--- src/rtl/writeback_dual.sv ---
// Dual-lane writeback stage.
// Takes an older (lane 1) and a younger (lane 2) instruction as a pair and turns them into
// register-file writes. ALU results are written directly. Load results are selected and
// extended from memory read data.
//
// If a load lane has not been acknowledged by memory when the pair is accepted, the pair is
// parked and STALL is raised. The pair then waits until every load lane has its data, so both
// lanes always write in the same cycle. If a load never completes, a wait counter times it
// out: the pending load lanes are dropped and WB_ERR is set.
//
// Ports
//   reloj, reset                  clock, asynchronous active-high reset
//   VALID_i, DEST_i, ALU_i        lane valid, destination register, ALU result
//   MEM_TO_REG_i, LOAD_TYPE_i     result source select, load format
//   BYTE_OFF_i                    byte offset within the loaded word
//   MEM_DATA_i, MEM_ACK_i         memory read data and its valid strobe
//   DI_i, DIR_WRA_i, REG_WR_i     register-file write data, address, active-low enable
//   STALL, WB_ERR                 upstream hold, sticky memory-timeout flag
module writeback_dual (
  input  logic        reloj,
  input  logic        reset,
  input  logic        VALID_1,
  input  logic [4:0]  DEST_1,
  input  logic [31:0] ALU_1,
  input  logic        MEM_TO_REG_1,
  input  logic [2:0]  LOAD_TYPE_1,
  input  logic [1:0]  BYTE_OFF_1,
  input  logic [31:0] MEM_DATA_1,
  input  logic        MEM_ACK_1,
  input  logic        VALID_2,
  input  logic [4:0]  DEST_2,
  input  logic [31:0] ALU_2,
  input  logic        MEM_TO_REG_2,
  input  logic [2:0]  LOAD_TYPE_2,
  input  logic [1:0]  BYTE_OFF_2,
  input  logic [31:0] MEM_DATA_2,
  input  logic        MEM_ACK_2,
  output logic [31:0] DI_1,
  output logic [4:0]  DIR_WRA_1,
  output logic        REG_WR_1,
  output logic [31:0] DI_2,
  output logic [4:0]  DIR_WRA_2,
  output logic        REG_WR_2,
  output logic        STALL,
  output logic        WB_ERR
);

  typedef enum logic [0:0] {StAccept, StWait} state_e;

  typedef struct packed {
    logic        vld;
    logic [4:0]  dest;
    logic [31:0] alu;
    logic        m2r;
    logic [2:0]  ltype;
    logic [1:0]  off;
  } lane_t;

  // Wait cycles are counted from 0. The edge that would take the counter to 255 is the
  // timeout edge, so a load that is never acknowledged stalls for exactly 255 cycles.
  localparam logic [7:0] TimeoutCnt = 8'd254;

  // Index 0 is lane 1 (older), index 1 is lane 2 (younger).
  lane_t [1:0]       in_lane;
  logic  [1:0][31:0] mem_data;
  logic  [1:0]       ack;

  assign in_lane[0] = {VALID_1, DEST_1, ALU_1, MEM_TO_REG_1, LOAD_TYPE_1, BYTE_OFF_1};
  assign in_lane[1] = {VALID_2, DEST_2, ALU_2, MEM_TO_REG_2, LOAD_TYPE_2, BYTE_OFF_2};
  assign mem_data   = {MEM_DATA_2, MEM_DATA_1};
  assign ack        = {MEM_ACK_2, MEM_ACK_1};

  state_e            state_q, state_d;
  lane_t [1:0]       pair_q, pair_d;
  logic  [1:0][31:0] data_q, data_d;
  logic  [1:0]       done_q, done_d;
  logic  [7:0]       cnt_q, cnt_d;
  logic              err_q, err_d;
  logic              stall_q;
  logic  [1:0][31:0] di_q;
  logic  [1:0][4:0]  wra_q;
  logic  [1:0]       reg_wr_q;

  // Write-side signals for the pair being retired this cycle.
  lane_t [1:0]       sel_pair;
  logic  [1:0][31:0] sel_data;
  logic  [1:0]       keep;
  logic              issue;
  logic  [1:0]       rdy;
  logic  [1:0]       we;
  logic  [1:0][31:0] wd;

  function automatic logic [31:0] load_fmt(input logic [2:0] lt, input logic [1:0] off,
                                           input logic [31:0] d);
    logic [7:0]  b;
    logic [15:0] h;
    logic [31:0] r;
    unique case (off)
      2'd0: b = d[7:0];
      2'd1: b = d[15:8];
      2'd2: b = d[23:16];
      default: b = d[31:24];
    endcase
    h = off[1] ? d[31:16] : d[15:0];
    case (lt)
      3'b001:  r = {{24{b[7]}}, b};
      3'b010:  r = {24'd0, b};
      3'b011:  r = {{16{h[15]}}, h};
      3'b100:  r = {16'd0, h};
      default: r = d;
    endcase
    return r;
  endfunction

  always_comb begin
    state_d  = state_q;
    pair_d   = pair_q;
    data_d   = data_q;
    done_d   = done_q;
    cnt_d    = cnt_q;
    err_d    = err_q;
    sel_pair = in_lane;
    sel_data = mem_data;
    keep     = 2'b11;
    issue    = 1'b0;
    for (int i = 0; i < 2; i++) begin
      rdy[i] = !in_lane[i].vld || !in_lane[i].m2r || ack[i];
    end

    unique case (state_q)
      StAccept: begin
        if (in_lane[0].vld || in_lane[1].vld) begin
          if (&rdy) begin
            issue = 1'b1;
          end else begin
            // Park the pair together with whatever load data already arrived.
            pair_d = in_lane;
            done_d = rdy;
            for (int i = 0; i < 2; i++) begin
              if (ack[i]) data_d[i] = mem_data[i];
            end
            cnt_d   = 8'd0;
            state_d = StWait;
          end
        end
      end
      default: begin
        for (int i = 0; i < 2; i++) begin
          if (!done_q[i] && ack[i]) begin
            done_d[i] = 1'b1;
            data_d[i] = mem_data[i];
          end
        end
        sel_pair = pair_q;
        sel_data = data_d;
        if (&done_d) begin
          issue   = 1'b1;
          state_d = StAccept;
        end else if (cnt_q == TimeoutCnt) begin
          // Timeout: retire the lanes that have their data, drop the rest.
          issue   = 1'b1;
          keep    = done_d;
          err_d   = 1'b1;
          cnt_d   = cnt_q + 8'd1;
          state_d = StAccept;
        end else begin
          cnt_d = cnt_q + 8'd1;
        end
      end
    endcase

    for (int i = 0; i < 2; i++) begin
      we[i] = issue && keep[i] && sel_pair[i].vld && (sel_pair[i].dest != 5'd0);
      wd[i] = sel_pair[i].m2r ? load_fmt(sel_pair[i].ltype, sel_pair[i].off, sel_data[i])
                              : sel_pair[i].alu;
    end
    // Same destination in both lanes: the younger result wins.
    if (sel_pair[0].vld && sel_pair[1].vld && (sel_pair[0].dest == sel_pair[1].dest)) begin
      we[0] = 1'b0;
    end
  end

  always_ff @(posedge reloj or posedge reset) begin
    if (reset) begin
      state_q  <= StAccept;
      pair_q   <= '0;
      data_q   <= '0;
      done_q   <= '0;
      cnt_q    <= 8'd0;
      err_q    <= 1'b0;
      stall_q  <= 1'b0;
      di_q     <= '0;
      wra_q    <= '0;
      reg_wr_q <= 2'b11;
    end else begin
      state_q <= state_d;
      pair_q  <= pair_d;
      data_q  <= data_d;
      done_q  <= done_d;
      cnt_q   <= cnt_d;
      err_q   <= err_d;
      stall_q <= (state_d == StWait);
      for (int i = 0; i < 2; i++) begin
        reg_wr_q[i] <= ~we[i];
        // Non-writing lanes hold their last data and address.
        if (we[i]) begin
          di_q[i]  <= wd[i];
          wra_q[i] <= sel_pair[i].dest;
        end
      end
    end
  end

  assign DI_1      = di_q[0];
  assign DI_2      = di_q[1];
  assign DIR_WRA_1 = wra_q[0];
  assign DIR_WRA_2 = wra_q[1];
  assign REG_WR_1  = reg_wr_q[0];
  assign REG_WR_2  = reg_wr_q[1];
  assign STALL     = stall_q;
  assign WB_ERR    = err_q;

endmodule

--- config.mk ---
export PLATFORM = sky130hd
export DESIGN_NAME = writeback_dual
export DESIGN_NICKNAME = d
export VERILOG_FILES = /design/src/rtl/writeback_dual.sv
export SDC_FILE = /design/constraint.sdc
export NUM_CORES = 1
export LEC_CHECK = 0
export CAP_MARGIN = 20
export CORE_MARGIN = 1
export CORE_UTILIZATION = 45
export CTS_BUF_LIST = sky130_fd_sc_hd__clkbuf_16
export CTS_CLUSTER_SIZE = 12
export DETAILED_ROUTE_END_ITERATION = 12
export HOLD_SLACK_MARGIN = 0.08
export PLACE_DENSITY = 0.7
export SYNTH_ARGS = -nofsm -noshare
export SYNTH_HDL_FRONTEND = slang
export SYNTH_SLANG_ARGS = --single-unit
--- constraint.sdc ---
create_clock -name reloj -period 9.32 [get_ports reloj]
set_input_delay 0.932 -clock reloj [delete_from_list [all_inputs] [get_ports reloj]]
set_output_delay 0.932 -clock reloj [all_outputs]
set_load 0.05 [all_outputs]
==> results.yml <==
route:
  vias: 11400
  first_pass_iters: 5
  drc_errors: 0
  viasPerCell: 5.67
  dr.first_iter.drc_count: 1057
  post_drt_wl_per_cell_um: 19.3
  ant_nets: 0
  drt-total-wl_um: 39000
floorplanning:
  die_height_um: 172
  die_w_um: 172
  die_area_um2: 29700
  core_area_um2: 28600
  rows: 62
  io_pins: 234
  initial_core_util_pct: 45.7
synthesis:
  postSynthCellCount: 1428
  syn_area_per_cell_um2: 9.16
  synth-seq-area-share_pct: 46.0
  synth.top_cells.by_area: "dfrtp_1 46%, nand2_1 9.4%, mux2i_1 8.8%, a21oi_1 4.1%, mux2_2 3.4%"
  synth_nets: 1586
  synth_top_area_share_pct: 45.6
  yosysTopAreaCell: "dfrtp_1"
  synth-async-reset-ratio_pct: 100
  ys_warn_count: 0
  ys.flop_type: "dfrtp_1"
  syn_area_um2: 13100
  yosysUniqueCellTypes: 70
  synth_edf_count: 0
  ys_ff_latch: 240
critical_path:
  crit_path_end_kind: "flop"
  start_kind: "flop"
  slowest_stage: "buf_4"
  path_cells: "buf_4 > mux2_2 > mux2i_1 > mux4_2 > o31ai_4 > o22ai_1 > o21ai_1"
  critical_path_buf_inv_count: 1
  worstPathArrival_ns: 4.43
  critPathMaxStageDelay_ns: 0.77
  crit_fanout: 63
  crit_type: "reg2reg"
  critPathRequiredTime_ns: 9.77
  cp_top_family: "multiplexers"
grt:
  grt_pass1_vias: 11000
  grt_max_degree: 95
  grt_usage_pct: 26.3
  antenna_found_initial: 3
  grt_pass1_wl_um: 61000
  grt-ovfl-total: 0
clocking:
  numCtsBuffers: 26
  h-tree-depth: 1
  hold_buffers: 0
  cts_resized: 0
  clock_latency_ns: 0.53
  cts_setup_buffers: 0
  clock-root-buffer: "clkbuf_16"
  cts.sinks: 240
  clk_path_buf_depth: 3
  cts_tree: "done"
  cts.reportedPaths.clkPinSlew_ns: 0.06
final_layout:
  nNetsFinal: 1768
  stdcell_count: 2016
  drive_above_1_share_pct: 7.06
  n_fill_cell: 2502
  syn2layout_area_growth_pct: 25.7
  final_cell_mix: "327 x nand2_1, 237 x dfrtp_1, 233 x clkdlybuf4s50_1"
  final_common_cell: "nand2_1"
timing:
  worst_pin_slew_ns: 1.07
  timing.fmax_ghz: 0.251
  slew_headroom_pct: 28.4
  rsz0062_at_grt: "no"
  fin_crit_sh_pct: 42.7
  setup_slack_ns: 5.34
  setup_tns_ns: 0
  clock_skew_ns: 0.0136
  layout_min_cycle_time_ns: 3.98
  slew_viol_final: 0
  hold_viol_final: 0
  finalSetupViolations: 0
placed_design:
  pre_cts_slack_ns: 5.26
  routabilityCongestion: 0.915
  hpwl_um: 27100
  numPortBuffers: 233
  dp.cells: 1963
run:
  cap_violations: 0
status:
  status: "finished, final reports clean"
power_and_ir_drop:
  leakagePower_uw: 0.00728
  p_per_area_nw_per_um2: 319
  ir_worst_vdd_uv: 227
min_path:
  hold_path_class: "reg2reg"
==> registers in the layout (all words and copies together) (netlist names) <==
name	count
DIR_WRA_1	5
done_q	2
STALL	1
data_q	64
WB_ERR	1
DI_2	32
cnt_q	8
DI_1	32
reg_wr_q	2
DIR_WRA_2	5
pair_q	88
==> cells by family after synthesis <==
logic type	Yosys count	share of synthesized area, %
AOI/OAI and AO/OA	350	17.1
and+or+nand+nor	523	16.5
xor gates and xnor gates	18	1.26
adders and majority gates	2	0.191
buffers and inverters	107	3.57
DFF	240	46.0
muxes	188	15.5
==> power by group <==
part | leakage [µW] | internal (µW) | switching, µW
logic | 0.00396 | 936 | 1590
clock network | 0.000417 | 519 | 416
registers | 0.00289 | 1470 | 302
==> per-stage QoR <==
step | util [%] | cell area [µm²] | hold WS (ns) | total power (µW)
global route | 57.4 | 16400 | 0.492 | 5550
finish | 57.4 | 16400 | 0.468 | 5240
floorplan | - | 13100 | 0.440 | 3490
detailed placement | 54.5 | 15600 | 0.457 | 4280
CTS | 57.2 | 16400 | 0.471 | 5240
global placement | 54.5 | 15600 | 0.451 | 4230
==> worst min-delay path, cell delays in order, from the launching register on <==
cell and delay [ns]:
dfrtp_1 0.34, nand2_1 0.05, nand2_1 0.05
==> metal layers <==
layer  GRT usage (%)  wire length [µm]
met1            38.7             18200
met2            40.6             17700
met3            3.91              2350
met4            6.08               706
met5               0                27
==> path summary, 6_finish.rpt <==
kind	start	end	slack, ns	depth (start not counted)
hold / removal	pair_q[35]	pair_q[35]	0.47	2
hold reg to reg	pair_q[35]	pair_q[35]	0.47	2
setup / recovery	STALL	DI_1[27]	5.34	7
setup reg to reg	STALL	DI_1[27]	5.34	7
min in group asynchronous	reset	pair_q[35]	0.87	2
max in group asynchronous	reset	pair_q[1]	7.24	4
==> final cells by class <==
cell class                 count  area [µm²]  share of cell area, %
multi-input combinational   1081        6620                   40.3
sequential                   240        6010                   36.6
timing repair buffer         252        2510                   15.3
clock buffer                  27         676                   4.11
tap                          384         480                   2.92
clock inverter                21        86.3                  0.525
inverter                       9        41.3                  0.251
antenna                        2        5.00                 0.0304
==> synth_stat cells (7+ instances only) <==
library cell and number:
nand2_1 328, dfrtp_1 238, mux2i_1 115, nor2_1 109, a21oi_1 106, clkbuf_1 52
o21ai_1 47, mux2_2 40, o22ai_1 39, o21ai_0 35, buf_2 28, mux2_1 27
a22o_1 25, nand3_1 20, and2_1 16, o211ai_1 16, o221ai_1 14, buf_1 12
nor3_1 11, xor2_1 10, o31ai_1 9, a211o_1 8, a31oi_1 8, inv_1 8
o21a_1 8, nor4_1 7, xnor2_1 7
Note: power is estimated with default switching activity, not from simulation.
